`config.mk`:
```
export PLATFORM = sky130hd
export DESIGN_NAME = bcd_count_ctrl_flat
export DESIGN_NICKNAME = d
export VERILOG_FILES = /design/src/rtl/bcd_count_ctrl_if.sv /design/src/rtl/bcd_count_ctrl.sv /design/src/flat_wrapper.sv
export SDC_FILE = /design/constraint.sdc
export NUM_CORES = 1
export LEC_CHECK = 0
export CORE_UTILIZATION = 40
export DETAILED_ROUTE_END_ITERATION = 6
export PLACE_DENSITY_LB_ADDON = 0.1
export SETUP_SLACK_MARGIN = 0.1
export SLEW_MARGIN = 20
export SYNTH_ARGS = -nofsm -noshare
export SYNTH_HDL_FRONTEND = slang
export SYNTH_SLANG_ARGS = --single-unit
```
`constraint.sdc`:
```
create_clock -name clk -period 4.05 [get_ports clk]
set_clock_uncertainty 0.2 [all_clocks]
set_input_delay 0.81 -clock clk [delete_from_list [all_inputs] [get_ports clk]]
set_output_delay 0.81 -clock clk [all_outputs]
set_load 0.02 [all_outputs]
```
`src/rtl/bcd_count_ctrl_if.sv`:
```
// Control/status bundle for bcd_count_ctrl.
// The host drives the master side and bcd_count_ctrl connects to the slave side.
// Optional lap capture signals are present only when BCD_CTRL_LAP_EN is defined.
interface bcd_count_ctrl_if #(
  parameter int unsigned DIGITS = 4
);
  logic                  start;
  logic                  stop;
  logic                  clr;
  logic                  load;
  logic [4*DIGITS-1:0]   load_val;
  logic [4*DIGITS-1:0]   limit;
  logic [4*DIGITS-1:0]   count;
  logic                  running;
  logic                  done;
  logic                  wrap;
`ifdef BCD_CTRL_LAP_EN
  logic                  lap;
  logic [4*DIGITS-1:0]   lap_count;

  modport master (
    output start, stop, clr, load, load_val, limit, lap,
    input  count, running, done, wrap, lap_count
  );
  modport slave (
    input  start, stop, clr, load, load_val, limit, lap,
    output count, running, done, wrap, lap_count
  );
`else
  modport master (
    output start, stop, clr, load, load_val, limit,
    input  count, running, done, wrap
  );
  modport slave (
    input  start, stop, clr, load, load_val, limit,
    output count, running, done, wrap
  );
`endif
endinterface

```
`src/rtl/bcd_count_ctrl.sv`:
```
// bcd_count_ctrl: sequencing controller for a cascade of DIGITS decade counters.
// It provides start/stop/clear/load control and a prescaled step with ripple carry.
// Counting stops when the count reaches a BCD terminal value.
// Optional feature: define BCD_CTRL_LAP_EN to add lap capture (lap / lap_count).
module bcd_count_ctrl #(
  parameter int unsigned DIGITS   = 4,
  parameter int unsigned PRESCALE = 10
) (
  input logic             clk,
  input logic             rst,
  bcd_count_ctrl_if.slave bus
);

  localparam int unsigned W  = 4 * DIGITS;
  localparam int unsigned PW = (PRESCALE > 1) ? $clog2(PRESCALE) : 1;
  localparam logic [PW-1:0] PMAX = PW'(PRESCALE - 1);

  typedef enum logic [1:0] {S_IDLE, S_RUN, S_PAUSE, S_DONE} state_t;

  state_t          state_q, state_d;
  logic [W-1:0]    count_q, count_d;
  logic [PW-1:0]   presc_q, presc_d;
  logic            running_q, done_q, wrap_q, wrap_d;
  logic [W-1:0]    inc_val, ld_san;
  logic            inc_all9;
`ifdef BCD_CTRL_LAP_EN
  logic [W-1:0]    lap_q, lap_d;
`endif

  // BCD increment with ripple carry, and the load value with out-of-range nibbles forced to 0
  always_comb begin
    inc_val  = count_q;
    inc_all9 = 1'b1;
    ld_san   = '0;
    for (int unsigned i = 0; i < DIGITS; i++) begin
      if (inc_all9) begin
        if (count_q[4*i +: 4] == 4'd9) begin
          inc_val[4*i +: 4] = 4'd0;
        end else begin
          inc_val[4*i +: 4] = count_q[4*i +: 4] + 4'd1;
          inc_all9          = 1'b0;
        end
      end
      ld_san[4*i +: 4] = (bus.load_val[4*i +: 4] > 4'd9) ? 4'd0 : bus.load_val[4*i +: 4];
    end
  end

  // Next state, count and prescaler; priority is clr > load > stop > start
  always_comb begin
    state_d = state_q;
    count_d = count_q;
    presc_d = presc_q;
    wrap_d  = 1'b0;
    if (bus.clr) begin
      state_d = S_IDLE;
      count_d = '0;
      presc_d = '0;
    end else begin
      case (state_q)
        S_IDLE, S_PAUSE: begin
          if (bus.load) begin
            count_d = ld_san;
            presc_d = '0;
          end else if (!bus.stop && bus.start) begin
            state_d = S_RUN;
          end
        end
        S_RUN: begin
          // load is ignored here; stop freezes the prescaler on the edge it is seen
          if (bus.stop) begin
            state_d = S_PAUSE;
          end else if (presc_q == PMAX) begin
            presc_d = '0;
            count_d = inc_val;
            wrap_d  = inc_all9;
            if (inc_val == bus.limit) state_d = S_DONE;
          end else begin
            presc_d = presc_q + PW'(1);
          end
        end
        S_DONE: begin
          if (bus.load) begin
            count_d = ld_san;
            presc_d = '0;
            state_d = S_IDLE;
          end
        end
        default: state_d = S_IDLE;
      endcase
    end
  end

`ifdef BCD_CTRL_LAP_EN
  // Lap capture takes the pre-step count; clr has priority
  always_comb begin
    lap_d = lap_q;
    if (bus.clr) begin
      lap_d = '0;
    end else if (bus.lap && (state_q == S_RUN || state_q == S_PAUSE)) begin
      lap_d = count_q;
    end
  end
`endif

  // State, count, prescaler and registered status outputs
  always_ff @(posedge clk or posedge rst) begin
    if (rst) begin
      state_q   <= S_IDLE;
      count_q   <= '0;
      presc_q   <= '0;
      running_q <= 1'b0;
      done_q    <= 1'b0;
      wrap_q    <= 1'b0;
`ifdef BCD_CTRL_LAP_EN
      lap_q     <= '0;
`endif
    end else begin
      state_q   <= state_d;
      count_q   <= count_d;
      presc_q   <= presc_d;
      running_q <= (state_d == S_RUN);
      done_q    <= (state_d == S_DONE);
      wrap_q    <= wrap_d;
`ifdef BCD_CTRL_LAP_EN
      lap_q     <= lap_d;
`endif
    end
  end

  assign bus.count   = count_q;
  assign bus.running = running_q;
  assign bus.done    = done_q;
  assign bus.wrap    = wrap_q;
`ifdef BCD_CTRL_LAP_EN
  assign bus.lap_count = lap_q;
`endif

endmodule

```
`src/flat_wrapper.sv`:
```
// flat-port wrapper written by rule: the top's interface ports become plain ports
module bcd_count_ctrl_flat 
#(
  parameter int unsigned DIGITS   = 4,
  parameter int unsigned PRESCALE = 10
)
  (clk, rst, bus_start, bus_stop, bus_clr, bus_load, bus_load_val, bus_limit, bus_count, bus_running, bus_done, bus_wrap);
  bcd_count_ctrl_if #(.DIGITS(DIGITS)) bus_i ();
  input logic clk;
  input logic rst;
  input wire logic [$bits(bus_i.start)-1:0] bus_start;
  input wire logic [$bits(bus_i.stop)-1:0] bus_stop;
  input wire logic [$bits(bus_i.clr)-1:0] bus_clr;
  input wire logic [$bits(bus_i.load)-1:0] bus_load;
  input wire logic [$bits(bus_i.load_val)-1:0] bus_load_val;
  input wire logic [$bits(bus_i.limit)-1:0] bus_limit;
  output wire logic [$bits(bus_i.count)-1:0] bus_count;
  output wire logic [$bits(bus_i.running)-1:0] bus_running;
  output wire logic [$bits(bus_i.done)-1:0] bus_done;
  output wire logic [$bits(bus_i.wrap)-1:0] bus_wrap;
  assign bus_i.start = bus_start;
  assign bus_i.stop = bus_stop;
  assign bus_i.clr = bus_clr;
  assign bus_i.load = bus_load;
  assign bus_i.load_val = bus_load_val;
  assign bus_i.limit = bus_limit;
  assign bus_count = bus_i.count;
  assign bus_running = bus_i.running;
  assign bus_done = bus_i.done;
  assign bus_wrap = bus_i.wrap;
  bcd_count_ctrl #(.DIGITS(DIGITS), .PRESCALE(PRESCALE)) u_core (.clk(clk), .rst(rst), .bus(bus_i));
endmodule
```
# Word level (Yosys, flattened, before mapping)
# Cells that the tools add are included.
dict set report op_classes {
  addsub 5
  magnitude_cmp 4
  eq_ne 14
  mux 40
  reduce_logical 7
}
# operator n
set ops {}
lappend ops {{two-way mux 16 bit} 4}
lappend ops {{two-way mux 4 bit} 15}
lappend ops {{case mux 16 bit (2 select lines)} 1}
lappend ops {{adder 4 x 1 -> 4 bit (second input constant)} 5}
lappend ops {{equality test 4 bit (second input constant)} 5}
lappend ops {{equality test 16 bit} 1}
lappend ops {{greater-than comparator 4 bit (second input constant)} 4}
lappend ops {{two-way mux 2 bit} 7}
lappend ops {{two-way mux 1 bit} 11}
lappend ops {{case mux 4 bit (2 select lines)} 1}
lappend ops {{equality test 2 bit (second input constant)} 3}
lappend ops {{case mux 2 bit (3 select lines)} 1}
lappend ops {{equality test 2 x 1 -> 1 bit (second input constant)} 2}
lappend ops {{inequality test 3 x 1 -> 1 bit (second input constant)} 1}
lappend ops {{inequality test 3 x 2 -> 1 bit (second input constant)} 1}
lappend ops {{inequality test 3 bit (second input constant)} 1}
lappend ops {{AND reduction 3 bit} 1}
lappend ops {{OR reduction 3 bit} 1}
lappend ops {{zero test 2 bit} 1}
lappend ops {{AND reduction 2 bit} 1}
lappend ops {{OR reduction 2 bit} 1}
lappend ops {{logical AND 1 bit} 1}
lappend ops {{zero test 1 bit} 1}
dict set report totals {
  register_bits 25
  input_bits 38
  out_inout_bits 19
  wordCells 76
}

# Depth between registers and ports, before layout
# Gate-level depths: netlist of run 1.
dict set report logic_depth {
  depth_word 12
  mapped_depth 10
  depth_no_buf 9
}

# Worst setup path after synthesis of run 1
# OpenSTA, ideal clock, no wires.
dict set report synth_path {
  kind {register to register}
  startpoint {register u_core.count_q[5], in the netlist u_core.bus.count[5]}
  endpoint {register u_core.running_q, in the netlist u_core.bus.running}
  t_arrival_ns 2.211
  required_time_ns 3.730
  setup_slack_ns 1.520
  stages_incl_launch_ff 10
  path_buffers 1
  path_cell_list {dfrtp_1 -> inv_1 -> ha_1 -> and3b_1 -> buf_4 -> nand3_4 -> or4_4 -> a311oi_2 -> nand4_1 -> and3_1}
}
dict set report synth_via {
  elab_chain_len 12
  elab_cells_between_ends 16
  cone_classes {1 x add/sub; 3 x eq/ne; 12 x mux}
}
# element line
set synth_lines {}
lappend synth_lines {{from (decl)} bcd_count_ctrl.sv:21} ;# logic [W-1:0] count_q, count_d;
lappend synth_lines {{from (signal assigned)} bcd_count_ctrl.sv:119} ;# count_q <= count_d;
lappend synth_lines {{equality test 4 bit} bcd_count_ctrl.sv:37} ;# if (count_q[4*i +: 4] == 4'd9) begin
lappend synth_lines {{two-way mux 1 bit} bcd_count_ctrl.sv:37}
lappend synth_lines {{two-way mux 1 bit (2 in series)} bcd_count_ctrl.sv:36} ;# if (inc_all9) begin
lappend synth_lines {{two-way mux 4 bit} bcd_count_ctrl.sv:36}
lappend synth_lines {{equality test 16 bit (*)} bcd_count_ctrl.sv:76} ;# if (inc_val == bus.limit) state_d = S_DONE;
lappend synth_lines {{two-way mux 2 bit (*)} bcd_count_ctrl.sv:76}
lappend synth_lines {{two-way mux 2 bit (*)} bcd_count_ctrl.sv:72} ;# end else if (presc_q == PMAX) begin
lappend synth_lines {{two-way mux 2 bit (*)} bcd_count_ctrl.sv:70} ;# if (bus.stop) begin
lappend synth_lines {{case mux 2 bit (3 select lines) (*)} bcd_count_ctrl.sv:59} ;# case (state_q)
lappend synth_lines {{two-way mux 2 bit (*)} bcd_count_ctrl.sv:54} ;# if (bus.clr) begin
lappend synth_lines {{equality test 2 x 1 -> 1 bit (*)} bcd_count_ctrl.sv:121} ;# running_q <= (state_d == S_RUN);
lappend synth_lines {{to (signal assigned)} bcd_count_ctrl.sv:121}
lappend synth_lines {{to (decl)} bcd_count_ctrl.sv:23} ;# logic running_q, done_q, wrap_q, wrap_d;
# Mark *: on every way between the ends. The rest lies on a longest branch, timed or not.
# A chain may end at the register's enable or synchronous reset.

# Worst setup path after layout of run 1
dict set report layout_path {
  startpoint {input port bus_clr}
  endpoint {register u_core.count_q[13], in the netlist u_core.bus.count[13]}
}
dict set report layout_via {
  elab_chain_len 2
  elab_cells_between_ends 5
  cone_classes {3 x eq/ne; 1 x mux; 1 x reduce/logical}
}
# element line
set layout_lines {}
lappend layout_lines {{from (decl)} flat_wrapper.sv:13} ;# input wire logic [$bits(bus_i.clr)-1:0] bus_clr;
lappend layout_lines {{inequality test 3 x 2 -> 1 bit (no line) (tied with other cells)} n/a}
lappend layout_lines {{AND reduction 3 bit (no line)} n/a}
# Parallel ways exist; a longest one is shown, timed or not.

==> results.json, run 1 <==
{
  "status": "finished clean",
  "remaining_drc_errors": 0,
  "placed_area_um2": 2720,
  "antenna_found_initial": 0,
  "grt_pass1_vias": 1892,
  "gr-total-overflow": 0,
  "dp.cells": 383,
  "start_kind": "input pin",
  "root_buffer": "clkbuf_8",
  "drt-pass1-iter-count": 4,
  "fin_ws_ns": 0.994,
  "fin_crit_sh_pct": 75.5,
  "synthesis.area_um2": 2130,
  "cap_viol_max_count": 0,
  "fin_nets": 364,
  "fp.dieW_um": 75.0,
  "min-delay-start": "u_core.presc_q[3]$_DFFE_PP0P_",
  "yosysTopAreaCellShare_pct": 29.3,
  "rsz0062_at_grt": "false",
  "layout.cells.non_filler": 387,
  "num_antenna_cells": 0,
  "htreeDepth": 1,
  "async_flop_share_pct": 100,
  "max-vdd-ir-drop_mv": 0.127,
  "tritoncts": "done",
  "rows": 26,
  "cp-startpoint": "bus_clr",
  "ys_ff_latch": 25,
  "hold_buffers": 0,
  "syn_area_per_cell_um2": 7.90,
  "yosysSeqAreaShare_pct": 29.3,
  "vias_per_cell": 5.56,
  "leakage_nw": 1.08,
  "worst_slew_pin_slew_ns": 0.966,
  "dp_hpwl_um": 4530,
  "die_area_um2": 5630,
  "r2r_end": "u_core.bus.running$_DFF_PP0_",
  "r2r_slack_ns": 1.05,
  "cts_buffer_depth": 2,
  "hold_path_depth": 1,
  "wl_um": 5840,
  "r2r-start": "u_core.bus.count[5]$_DFFE_PP0P_",
  "vias": 2150,
  "syn_nets": 316,
  "rr_worst_depth": 8,
  "io_buffer_count": 56,
  "worstHoldEndpoint": "u_core.presc_q[3]$_DFFE_PP0P_",
  "wl_per_cell_um": 15.1,
  "dr.first_iter.drc_count": 107,
  "clock_latency_ns": 0.27,
  "worstSetupEndpointType": "register",
  "crit_required_ns": 4.02,
  "finalSetupTns_ns": 0,
  "grt_max_degree": 26,
  "hold_ws_ns": 0.295,
  "finish.instance_area_um2": 2770,
  "cts_buffers": 3,
  "crit_fanout": 16,
  "relSlewSlack_pct": 35.5,
  "synthFlopType": "dfrtp_1",
  "initial_utilization_pct": 41.8,
  "worst_ep_arrival_time_ns": 3.02,
  "finalHoldViolCount": 0,
  "place_ws_ns": 0.693,
  "core_area_um2": 5110,
  "cts.clk_slew.worst_paths_ns": 0.10,
  "total_power_mw": 0.651,
  "synth_edf_count": 0,
  "yosys_warnings": 0,
  "ys_top_cells_by_area": "dfrtp_1 29%, o21ai_0 8.2%, a21oi_1 5.4%",
  "min_period_ns": 3.06,
  "gp_congestion": 0.810,
  "netlist_instances": 270,
  "synth_top_cell_by_area": "dfrtp_1",
  "pin_count": 57,
  "cts_resized": 0,
  "post-cts-setup-buffers": 0,
  "grt_pass1_wl_um": 9430,
  "setup_viol": 0,
  "area_growth_pct": 29.7,
  "drive_above_1_share_pct": 4.42,
  "hp-class": "register to register",
  "drv_slew": 0,
  "ant_nets": 0,
  "die_y_um": 75.0,
  "power.density_nw_per_um2": 235,
  "post-route-util_pct": 54.2,
  "ys_types": 51,
  "clkSinkCount": 25,
  "track_usage_pct": 22.2,
  "fmax_mhz": 327,
  "crit_type": "input pin to register"
}
-- cell type report --
class / instances / area (µm²)
Sequential cell: 25 / 626
Timing Repair Buffer: 59 / 583
Tap cell: 70 / 87.6
Multi-Input combinational cell: 217 / 1380
Clock inverter: 1 / 8.76
Inverter: 12 / 45.0
Fill cell: 521 / 2340
Clock buffer: 3 / 41.3
-- power by group --
group | leakage (nW) | switching (mW) | internal, mW
registers | 0.340 | 0.0270 | 0.262
clock network | 0.0261 | 0.0887 | 0.0722
logic | 0.711 | 0.0988 | 0.103
total | 1.08 | 0.214 | 0.437
-- state kept, by name, summed over array words and instances (netlist names) --
signal              cells
u_core.state_q          2
u_core.presc_q          4
u_core.bus.running      1
u_core.bus.count       16
u_core.bus.done         1
u_core.bus.wrap         1
-- kinds of logic after synthesis --
group,Yosys count,share of synthesized area (%)
AOI/OAI and AO/OA,87,24.5
xor gates and xnor gates,16,6.57
adders and majority gates,8,4.69
buffers and inverters,28,6.22
DFF,25,29.3
muxes,4,1.94
and+or+nand+nor,102,26.7
-- worst max-delay path, stage by stage --
cell             delay (ns)
clkdlybuf4s50_1        0.70
a211oi_1               0.51
inv_1                  0.13
nand2_1                0.41
nor2_1                 0.20
a32o_1                 0.26
-- cells in the final DEF, fill, tap and decap left out, types with 2 or more instances in the layout --
master | synthesis | layout
and3b_1 | 4 | 4
nand2b_1 | 5 | 5
nand3b_1 | 6 | 6
or3_1 | 3 | 3
a22oi_1 | 3 | 3
nor2_1 | 19 | 19
and3_1 | 2 | 2
clkbuf_8 | 0 | 3
nor3_1 | 10 | 10
xnor2_1 | 10 | 10
nor2b_1 | 3 | 3
nand4_1 | 4 | 4
clkdlybuf4s50_1 | 0 | 56
or2b_1 | 2 | 2
ha_1 | 8 | 8
nand2_1 | 23 | 23
xor2_1 | 6 | 6
o22ai_1 | 3 | 3
a211oi_1 | 2 | 2
o31ai_1 | 2 | 2
nor4_1 | 7 | 7
a21oi_1 | 23 | 23
mux2i_1 | 3 | 3
o311ai_0 | 2 | 2
dfrtp_1 | 25 | 25
buf_4 | 2 | 3
nand3_1 | 4 | 4
inv_1 | 12 | 12
a31oi_1 | 4 | 4
o21ai_0 | 35 | 35
a22o_1 | 5 | 5
-- metal layers --
| layer | share of wire, % | track usage [%] | wire (µm) |
|---|---|---|---|
| met1 | 49 | 33.0 | 2880 |
| met2 | 46 | 36.0 | 2690 |
| met3 | 4.2 | 1.74 | 248 |
| met4 | 0.38 | 3.14 | 22 |
| met5 | 0 | 0 | 0 |
-- worst max path at each step --
| stage | cells past startpoint | to |
|---|---|---|
| after floorplan | 9 | u_core.bus.running$_DFF_PP0_ |
| after global placement | 6 | u_core.bus.running$_DFF_PP0_ |
| after detailed placement | 6 | u_core.bus.count[13]$_DFFE_PP0P_ |
| after CTS | 6 | u_core.bus.count[13]$_DFFE_PP0P_ |
| after global routing | 6 | u_core.bus.count[13]$_DFFE_PP0P_ |
| final | 6 | u_core.bus.count[13]$_DFFE_PP0P_ |
-- cells in the mapped netlist, drive strengths merged, types with 2 or more instances --
master   n
a211oi   2
a21boi   2
a21oi   23
a22o     5
a22oi    3
a311oi   2
a31oi    4
and3     2
and3b    4
buf      8
clkbuf   8
dfrtp   25
ha       8
inv     12
mux2i    3
nand2   24
nand2b   5
nand3    5
nand3b   6
nand4    4
nor2    19
nor2b    3
nor3    10
nor4     7
o21ai   35
o22ai    3
o311ai   2
o31ai    2
or2b     2
or3      3
xnor2   10
xor2     6
Note: power is estimated with default switching activity, not from simulation.
==> inputs of run 2 (changes only) <==
Clock period 4.05 ns to 2.6 ns, I/O delays scaled along.
==> run 2 against run 1 <==
Against the previous run:
- clock power rose by 56%
- hold slack lost 0.0048 ns
- die area unchanged
- cell area rose by 14%
- critical path depth up 3
- final cell count up 10%
- register-to-register slack worse by 0.90 ns
- sequential share of layout area is 2.6 points lower
- clock-buffer cell count did not move
- setup slack got worse by 0.84 ns
- wire length increased by 8.6%
- critical path type is now register to register
==> results.json, run 2 (synthesized netlist as in run 1, its figures left out) <==
{
  "status": "finished clean",
  "grt_max_degree": 26,
  "relSlewSlack_pct": 70.5,
  "vias_per_cell": 5.46,
  "power.density_nw_per_um2": 344,
  "die_area_um2": 5630,
  "antenna_found_initial": 0,
  "wl_per_cell_um": 14.9,
  "crit_required_ns": 2.58,
  "setup_viol": 0,
  "crit_fanout": 6,
  "cts_buffer_depth": 2,
  "grt_pass1_wl_um": 9880,
  "ant_nets": 0,
  "layout.cells.non_filler": 426,
  "cap_viol_max_count": 0,
  "drv_slew": 0,
  "rsz0062_at_grt": "true",
  "largest_reg_flops": 16,
  "gr-total-overflow": 0,
  "min-delay-start": "u_core.presc_q[3]$_DFFE_PP0P_",
  "clkSinkCount": 25,
  "fin_ws_ns": 0.153,
  "root_buffer": "clkbuf_8",
  "r2r-start": "u_core.bus.count[8]$_DFFE_PP0P_",
  "crit_type": "register to register",
  "track_usage_pct": 23.3,
  "dp_hpwl_um": 4770,
  "core_area_um2": 5110,
  "fin_crit_sh_pct": 94.1,
  "fp.dieW_um": 75.0,
  "final_cell_mix": "56 x clkdlybuf4s50_1, 39 x buf_4, 35 x o21ai_0, 23 x nand2_1, 22 x a21oi_1",
  "area_growth_pct": 47.5,
  "fmax_mhz": 409,
  "die_y_um": 75.0,
  "clock_latency_ns": 0.27,
  "min_period_ns": 2.45,
  "gp_congestion": 0.848,
  "io_buffer_count": 56,
  "worstHoldEndpoint": "u_core.presc_q[3]$_DFFE_PP0P_",
  "place_ws_ns": -0.0361,
  "r2r_slack_ns": 0.15,
  "rr_worst_depth": 9,
  "htreeDepth": 1,
  "fin_nets": 403,
  "wl_um": 6340,
  "rows": 26,
  "cts_buffers": 3,
  "hold_path_depth": 1,
  "leakage_nw": 1.27,
  "layout_commonest_cell": "clkdlybuf4s50_1",
  "finalHoldViolCount": 0,
  "num_antenna_cells": 0,
  "cts.clk_slew.worst_paths_ns": 0.10,
  "remaining_drc_errors": 0,
  "r2r_end": "u_core.bus.running$_DFF_PP0_",
  "max-vdd-ir-drop_mv": 0.278,
  "hp-class": "register to register",
  "drive_above_1_share_pct": 20.5,
  "pin_count": 57,
  "tritoncts": "done",
  "total_power_mw": 1.08,
  "dr.first_iter.drc_count": 131,
  "fill_cells": 471,
  "initial_utilization_pct": 41.8,
  "grt_pass1_vias": 2089,
  "worstSetupEndpointType": "register",
  "start_kind": "register",
  "dp.cells": 417,
  "hold_ws_ns": 0.290,
  "worst_ep_arrival_time_ns": 2.42,
  "drt-pass1-iter-count": 4,
  "worst_slew_pin_slew_ns": 0.441,
  "vias": 2325
}
==> run 2: changes by cell type in the layout (fill, tap and decap cells not counted), sizes merged <==
cell | previous run | this run
buf | 3 | 42
==> run 2: report_power, final <==
group | switching (mW) | leakage (nW) | total, mW | internal, mW
Combinational | 0.200 | 0.905 | 0.406 | 0.206
Sequential | 0.0157 | 0.334 | 0.425 | 0.409
Clock | 0.139 | 0.0261 | 0.251 | 0.113
Total | 0.354 | 1.27 | 1.08 | 0.728
==> run 2: critical path: stages, from the launching register on <==
cell     delay [ns]
dfrtp_2        0.42
ha_2           0.19
and3b_2        0.26
buf_4          0.15
nor4_2         0.18
a21oi_1        0.09
xnor2_1        0.15
nor4_1         0.29
nand4_1        0.19
and3_1         0.22
==> run 2: how the worst max path moves through the flow <==
stage / startpoint / endpoint / cells after the start
global placement: bus_stop / u_core.bus.running$_DFF_PP0_ / 8
CTS: u_core.bus.count[2]$_DFFE_PP0P_ / u_core.bus.running$_DFF_PP0_ / 8
floorplan: u_core.bus.count[5]$_DFFE_PP0P_ / u_core.bus.running$_DFF_PP0_ / 9
detailed placement: bus_stop / u_core.bus.running$_DFF_PP0_ / 8
global route: u_core.bus.count[5]$_DFFE_PP0P_ / u_core.bus.running$_DFF_PP0_ / 10
finish: u_core.bus.count[8]$_DFFE_PP0P_ / u_core.bus.running$_DFF_PP0_ / 9
==> run 2: through the flow <==
stage	util, %	cell area [µm²]	TNS (ns)
after floorplan	-	2140	0
after global placement	58.3	2980	0
after detailed placement	58.3	2980	-0.0361
after CTS	59.4	3030	0
after global routing	61.6	3150	0
final	61.6	3150	0
==> run 2: per-layer routing <==
metal  vias up  wire (µm)  track usage, %
met4         0         63            6.08
met2        58       3010            37.7
li1       1161          -               -
met3         8        224            3.61
met5         -          0               0
met1      1098       3040            32.5
==> run 2: cell type report <==
class	count	area, µm²	share of cell area (%)
clock inverter	1	8.76	0.278
tap	70	87.6	2.78
inverter	12	45.0	1.43
sequential	25	631	20.0
multi-input combinational	217	1450	46.0
clock buffer	3	41.3	1.31
timing repair buffer	98	887	28.2
==> run 2: repair_timing <==
action / in CTS / in global routing
gates resized for setup: 4 / 17
endpoints found under the setup margin: 2 / 3
pin swaps: 0 / 12
setup buffers: 0 / 5
hold buffers: 0 / 0
